===== src/rtl/sparse_dot_engine.sv =====
`default_nettype none
// +----------------------------------------------------------------------------+
// | Module      : sparse_dot_engine                                            |
// | Description : Streams LANES INT8 activations per beat against rows of      |
// |               packed INT4 weights, dequantises, skips zero lanes,          |
// |               multiplies, sums and accumulates with saturation. Returns    |
// |               one dot product per job through a valid/ready handshake.     |
// | Revision    : 1.0 - initial release                                        |
// +----------------------------------------------------------------------------+
module sparse_dot_engine #(
    parameter int LANES  = 4,
    parameter int ADDR_W = 4,
    parameter int ACC_W  = 32
) (
    input  logic                    clk,
    input  logic                    rst,
    input  logic [3:0]              dq_scale,
    input  logic [3:0]              dq_offset,
    input  logic                    wr_en,
    input  logic [ADDR_W-1:0]       wr_addr,
    input  logic [LANES*4-1:0]      wr_data,
    output logic                    wr_err,
    input  logic                    start,
    input  logic [ADDR_W-1:0]       base_addr,
    input  logic [ADDR_W:0]         num_rows,
    output logic                    busy,
    input  logic                    act_valid,
    output logic                    act_ready,
    input  logic [LANES*8-1:0]      act_data,
    output logic                    result_valid,
    input  logic                    result_ready,
    output logic signed [ACC_W-1:0] result,
    output logic [15:0]             skip_count,
    output logic                    sat_flag
);

    localparam logic [1:0] c_IDLE  = 2'd0;
    localparam logic [1:0] c_RUN   = 2'd1;
    localparam logic [1:0] c_DRAIN = 2'd2;
    localparam logic [1:0] c_DONE  = 2'd3;

    localparam int c_DEPTH  = 2 ** ADDR_W;
    localparam int c_SKIP_W = $clog2(LANES + 1);
    // Sum of LANES signed 16-bit products, plus one guard bit
    localparam int c_SUM_W  = 17 + $clog2(LANES);
    // Wide enough that accumulator + beat sum can never wrap before clamping
    localparam int c_WIDE_W = ((ACC_W > c_SUM_W) ? ACC_W : c_SUM_W) + 1;

    localparam logic signed [c_WIDE_W-1:0] c_ACC_MAX =
        c_WIDE_W'({1'b0, {(ACC_W-1){1'b1}}});
    localparam logic signed [c_WIDE_W-1:0] c_ACC_MIN =
        c_WIDE_W'($signed({1'b1, {(ACC_W-1){1'b0}}}));

    logic [1:0]                 r_state;
    logic [1:0]                 w_state_nxt;
    logic                       w_xfer;
    logic                       w_start;

    logic [LANES*4-1:0]         r_mem [c_DEPTH];
    logic [ADDR_W-1:0]          r_ptr;
    logic [ADDR_W:0]            r_remaining;
    logic [3:0]                 r_scale;
    logic [3:0]                 r_offset;
    logic                       r_wr_err;

    logic                       r_s1_valid;
    logic [LANES*4-1:0]         r_s1_w;
    logic [LANES*8-1:0]         r_s1_act;

    logic [LANES*16-1:0]        w_prod;
    logic [LANES-1:0]           w_zero;
    logic [c_SKIP_W-1:0]        w_skip_beat;

    logic                       r_s2_valid;
    logic [LANES*16-1:0]        r_s2_prod;
    logic [c_SKIP_W-1:0]        r_s2_skip;

    logic signed [c_SUM_W-1:0]  w_sum;
    logic signed [c_WIDE_W-1:0] w_acc_wide;
    logic signed [ACC_W-1:0]    w_acc_next;
    logic                       w_acc_sat;

    logic signed [ACC_W-1:0]    r_acc;
    logic [15:0]                r_skip;
    logic                       r_sat;

    assign w_start = start && (r_state == c_IDLE);
    assign w_xfer  = act_valid && (r_state == c_RUN);

    // State register
    always_ff @(posedge clk or posedge rst) begin
        if (rst) begin
            r_state <= c_IDLE;
        end else begin
            r_state <= w_state_nxt;
        end
    end

    // Next-state and state-decoded handshake outputs
    always_comb begin
        w_state_nxt  = r_state;
        act_ready    = 1'b0;
        result_valid = 1'b0;
        busy         = 1'b1;
        case (r_state)
            c_IDLE: begin
                busy = 1'b0;
                if (start) begin
                    w_state_nxt = (num_rows == '0) ? c_DONE : c_RUN;
                end
            end
            c_RUN: begin
                act_ready = 1'b1;
                if (w_xfer && (r_remaining == (ADDR_W+1)'(1))) begin
                    w_state_nxt = c_DRAIN;
                end
            end
            c_DRAIN: begin
                if (!r_s1_valid && !r_s2_valid) begin
                    w_state_nxt = c_DONE;
                end
            end
            default: begin
                result_valid = 1'b1;
                if (result_ready) begin
                    w_state_nxt = c_IDLE;
                end
            end
        endcase
    end

    // Weight memory: written only while idle, contents survive reset
    always_ff @(posedge clk) begin
        if (wr_en && (r_state == c_IDLE)) begin
            r_mem[wr_addr] <= wr_data;
        end
    end

    // Per-lane dequantise, zero detect and multiply (stage 2 combinational)
    for (genvar l = 0; l < LANES; l++) begin : g_lane
        logic [3:0]         w_q;
        logic signed [7:0]  w_act;
        logic signed [4:0]  w_w;
        logic signed [9:0]  w_d_full;
        logic signed [7:0]  w_d;
        logic signed [15:0] w_mul;

        assign w_q      = r_s1_w[4*l +: 4];
        assign w_act    = r_s1_act[8*l +: 8];
        assign w_w      = $signed({1'b0, w_q}) - $signed({1'b0, r_offset});
        assign w_d_full = w_w * $signed({6'b0, r_scale});
        assign w_d      = (w_d_full > 10'sd127)  ? 8'h7F :
                          (w_d_full < -10'sd128) ? 8'h80 : w_d_full[7:0];
        assign w_zero[l] = (w_d == 8'sd0) || (w_act == 8'sd0);
        assign w_mul    = w_d * w_act;
        assign w_prod[16*l +: 16] = w_zero[l] ? 16'h0000 : w_mul;
    end

    // Number of lanes skipped in the beat currently in stage 2
    always_comb begin
        w_skip_beat = '0;
        for (int i = 0; i < LANES; i++) begin
            w_skip_beat = w_skip_beat + c_SKIP_W'(w_zero[i]);
        end
    end

    // Stage 3 lane sum and saturating accumulate
    always_comb begin
        w_sum = '0;
        for (int i = 0; i < LANES; i++) begin
            w_sum = w_sum + c_SUM_W'($signed(r_s2_prod[16*i +: 16]));
        end
        w_acc_wide = c_WIDE_W'(r_acc) + c_WIDE_W'(w_sum);
        w_acc_sat  = 1'b0;
        w_acc_next = w_acc_wide[ACC_W-1:0];
        if (w_acc_wide > c_ACC_MAX) begin
            w_acc_sat  = 1'b1;
            w_acc_next = c_ACC_MAX[ACC_W-1:0];
        end else if (w_acc_wide < c_ACC_MIN) begin
            w_acc_sat  = 1'b1;
            w_acc_next = c_ACC_MIN[ACC_W-1:0];
        end
    end

    // Job setup, beat acceptance, pipeline stages and accumulation
    always_ff @(posedge clk or posedge rst) begin
        if (rst) begin
            r_ptr       <= '0;
            r_remaining <= '0;
            r_scale     <= '0;
            r_offset    <= '0;
            r_wr_err    <= 1'b0;
            r_s1_valid  <= 1'b0;
            r_s1_w      <= '0;
            r_s1_act    <= '0;
            r_s2_valid  <= 1'b0;
            r_s2_prod   <= '0;
            r_s2_skip   <= '0;
            r_acc       <= '0;
            r_skip      <= '0;
            r_sat       <= 1'b0;
        end else begin
            r_wr_err <= wr_en && (r_state != c_IDLE);

            r_s1_valid <= w_xfer;
            if (w_xfer) begin
                r_s1_w      <= r_mem[r_ptr];
                r_s1_act    <= act_data;
                r_ptr       <= r_ptr + ADDR_W'(1);
                r_remaining <= r_remaining - (ADDR_W+1)'(1);
            end

            r_s2_valid <= r_s1_valid;
            if (r_s1_valid) begin
                r_s2_prod <= w_prod;
                r_s2_skip <= w_skip_beat;
            end

            if (r_s2_valid) begin
                r_acc  <= w_acc_next;
                r_skip <= r_skip + 16'(r_s2_skip);
                if (w_acc_sat) begin
                    r_sat <= 1'b1;
                end
            end

            // Pipeline is always empty in IDLE, so this never races stage 3
            if (w_start) begin
                r_ptr       <= base_addr;
                r_remaining <= num_rows;
                r_scale     <= dq_scale;
                r_offset    <= dq_offset;
                r_acc       <= '0;
                r_skip      <= '0;
                r_sat       <= 1'b0;
            end
        end
    end

    assign wr_err     = r_wr_err;
    assign result     = r_acc;
    assign skip_count = r_skip;
    assign sat_flag   = r_sat;

endmodule
`default_nettype wire


===== config.mk =====
export PLATFORM = sky130hd
export DESIGN_NAME = sparse_dot_engine
export DESIGN_NICKNAME = d
export VERILOG_FILES = /design/src/rtl/sparse_dot_engine.sv
export SDC_FILE = /design/constraint.sdc
export NUM_CORES = 2
export LEC_CHECK = 0
export CAP_MARGIN = 40
export CORE_MARGIN = 2
export CORE_UTILIZATION = 25
export DETAILED_ROUTE_END_ITERATION = 10
export SYNTH_ARGS = -nofsm -noshare
export SYNTH_HDL_FRONTEND = slang
export SYNTH_SLANG_ARGS = --single-unit

===== constraint.sdc =====
create_clock -name clk -period 11.2 [get_ports clk]
set_input_delay 1.12 -clock clk [delete_from_list [all_inputs] [get_ports clk]]
set_output_delay 1.12 -clock clk [all_outputs]
set_load 0.05 [all_outputs]

==> flow_metrics.env <==
export IMPL_status="finished clean"
export IMPL_slew_headroom_pct=30.6
export IMPL_cts_resized=0
export IMPL_rrSetupSlack_ns=1.10
export IMPL_holdPathEnd="r_scale[0]"
export IMPL_syn_area_per_cell_um2=11.1
export IMPL_maxCapViolCount=0
export IMPL_die_w_um=382
export IMPL_cts_setup_buffers=0
export IMPL_pin_count=128
export IMPL_arrival_ns=10.62
export IMPL_cts_root_buf="clkbuf_16"
export IMPL_core_mm2=0.142
export IMPL_synth_cells=3208
export IMPL_hp_class="flop to flop"
export IMPL_skew_ns=0.0546
export IMPL_ys_warn_count=0
export IMPL_place_hpwl_mm=65.2
export IMPL_fin_crit_sh_pct=90.2
export IMPL_syn_num_nets=3897
export IMPL_period_minus_slack_ns=10.10
export IMPL_drt_total_wl_mm=86.9
export IMPL_grt_pass1_vias=24000
export IMPL_grtUsageTotal_pct=11.9
export IMPL_grt_pass1_wl_mm=138
export IMPL_reg2reg_from="r_offset[1]"
export IMPL_wl_per_cell_um=16.5
export IMPL_grt_start_max_net_pins=82
export IMPL_grt_use_met3_pct=2.01
export IMPL_die_area_mm2=0.146
export IMPL_clk_pin_slew_ns=0.07
export IMPL_holdPathStages=2
export IMPL_dp_slack_ns=1.18
export IMPL_gp_routability_congestion=0.838
export IMPL_critPathMaxFanout=9
export IMPL_hold_violations=0
export IMPL_min_delay_start="r_scale[0]"
export IMPL_h_tree_depth=2
export IMPL_synth_edf_count=256
export IMPL_finalSetupTns_ns=0
export IMPL_gr_total_overflow=0
export IMPL_cts_tree="done"
export IMPL_synth_seq_cells=442
export IMPL_ff_latch_area_mm2=0.0123
export IMPL_finalMaxSlewViolations=0
export IMPL_timing_fmax_mhz=99.0
export IMPL_worst_path_buf_inv=6
export IMPL_cts_sinks=442
export IMPL_layout_nets=4021
export IMPL_worstSkewPairLatency_ns=0.64
export IMPL_start_util_pct=25.2
export IMPL_setup_worst_path_class="flop to flop"
export IMPL_endpoint_kind="flop"
export IMPL_rows=138
export IMPL_setup_viol=0
export IMPL_die_h_um=382
export IMPL_fillCellCount=14600
export IMPL_worst_slack_ns=1.10
export IMPL_cts_hold_fix_buffers=0
export IMPL_busiest_layer="met2"
export IMPL_synth_distinct_cells=83
export IMPL_use_met2_pct=20.1
export IMPL_multi_input_area_mm2=0.0209
export IMPL_remaining_drc_errors=0
export IMPL_syn_area_mm2=0.0356
export IMPL_antenna_found_initial=3
export IMPL_seq_area_frac_synth_pct=34.6
export IMPL_crit_path_start_kind="flop"
export IMPL_antennaDiodeCount=0
export IMPL_syn_to_final_growth_pct=15.0
export IMPL_viasPerCell=4.38
export IMPL_cp_required_ns=11.71
export IMPL_synthArstFlopShare_pct=42.1
export IMPL_met1_usage_pct=16.4
export IMPL_cts_buffer_depth=3
export IMPL_tightest_slew_ns=1.03
export IMPL_vias=23100
export IMPL_drive_gt1_share_pct=7.56
export IMPL_io_buffers=127
export IMPL_rr_worst_depth=34
export IMPL_numCtsBuffers=52
export IMPL_r2r_end="r_s2_prod[30]"
export IMPL_rsz0062_at_grt="no"
export IMPL_critPathTopFamily="adder cells"
export IMPL_ant_nets=0
export IMPL_first_pass_iters=7
export IMPL_drt_iter0_drc=1346
export IMPL_critPathMaxStageDelay_ns=0.69
export IMPL_synth_ff_type="edfxtp_1"
export IMPL_slowest_stage="a2111oi_0"
## worst max path at each step
stage | from | end | slack (ns) | cells past startpoint
6_report | r_offset[1] | r_s2_prod[30] | 1.10 | 34
5_1_grt | r_offset[1] | r_s2_prod[30] | 0.45 | 34
4_1_cts | r_offset[1] | r_s2_prod[30] | 1.12 | 34
3_5_place_dp | r_offset[1] | r_s2_prod[30] | 1.18 | 34
3_3_place_gp | r_offset[1] | r_s2_prod[14] | 1.33 | 35
2_1_floorplan | r_offset[1] | r_s2_prod[30] | 2.12 | 34
## area by class of cell
| class | count | share of cell area [%] |
|---|---|---|
| Clock buffer | 65 | 3.39 |
| Clock inverter | 31 | 0.830 |
| Inverter | 528 | 4.85 |
| Multi-Input combinational cell | 2135 | 51.0 |
| Sequential cell | 442 | 30.1 |
| Tap cell | 1890 | 5.77 |
| Timing Repair Buffer | 173 | 4.04 |
## logic make-up after synthesis
| logic type | Yosys count | share of synthesized area, % |
|---|---|---|
| buf+inv | 631 | 6.77 |
| flops | 442 | 34.6 |
| compound gates | 421 | 8.36 |
| mux | 87 | 5.26 |
| fa+ha+maj | 614 | 29.2 |
| xor+xnor | 146 | 3.59 |
| simple gates | 867 | 12.1 |
## cell usage in the layout, fill, tap and decap left out, drive strengths merged, types with 8 or more instances in the layout
master         count
nor4              19
or2                9
and2             144
mux4              80
o31ai             20
o21ai             74
fa               365
clkdlybuf4s50    127
nor2              99
a2111oi           10
ha               249
xnor2             99
nand4             12
o21bai            16
xor2              47
clkinv            14
edfxtp           256
nor2b            120
a31oi              9
clkinvlp           8
a211oi            12
buf               46
a211o              8
a21o              46
nand2b            28
clkbuf            65
a221o             29
inv              535
a21oi             92
o21a              19
or3                8
o2bb2ai           45
dfrtp            186
nand2            340
nor3              38
nand3             19
## cell usage after synthesis, types with 15 or more instances
cell type | count | area (µm²)
a221o_1 | 27 | 270
inv_1 | 526 | 1970
nand3_1 | 19 | 95.1
nand2_1 | 340 | 1280
clkbuf_1 | 68 | 255
o2bb2ai_1 | 45 | 394
mux4_2 | 80 | 1800
ha_1 | 249 | 3120
edfxtp_1 | 256 | 7690
fa_1 | 365 | 7310
and2_1 | 142 | 888
o21a_1 | 19 | 143
o21ai_0 | 70 | 350
dfrtp_1 | 186 | 4650
nor4_1 | 19 | 119
a21oi_1 | 91 | 455
xnor2_1 | 99 | 867
nor2b_1 | 120 | 751
o21bai_1 | 15 | 113
xor2_1 | 47 | 412
nor2_1 | 99 | 372
nand2b_1 | 28 | 175
nor3_1 | 38 | 190
a21o_1 | 45 | 338
buf_1 | 19 | 71.3
o31ai_1 | 19 | 143
## state kept, by name, indices dropped and copies added (netlist names)
name	count
r_s2_valid	1
wr_err	1
r_state	2
r_offset	4
r_s2_prod	64
result	32
sat_flag	1
r_s2_skip	3
skip_count	16
r_remaining	5
r_s1_act	32
r_scale	4
r_mem	256
r_s1_valid	1
r_s1_w	16
r_ptr	4
## per-stage QoR
stage	util [%]	hold slack (ns)	area, µm²	std cells
finish	29.0	0.474	41000	5264
global route	29.0	0.503	41000	5264
CTS	28.9	0.480	41000	5263
detailed placement	27.7	0.464	39300	5167
global placement	27.7	0.464	39200	5159
floorplan	-	0.379	35600	3208
## layer usage
| layer | part of all wire, % | vias to the layer above |
|---|---|---|
| met3 | 5.0 | 76 |
| met4 | 1.2 | 2 |
| met5 | 0.0081 | - |
| met1 | 46 | 11600 |
| met2 | 48 | 416 |
| li1 | - | 10900 |
## tightest hold or removal path: stages, from the launching register on
cell     delay (ns)
dfrtp_1        0.34
nand2_1        0.05
nand2_1        0.05
Power is left out: the tool's default activity adds up to more than one toggle a clock period on the data nets, which glitch-free logic cannot reach.
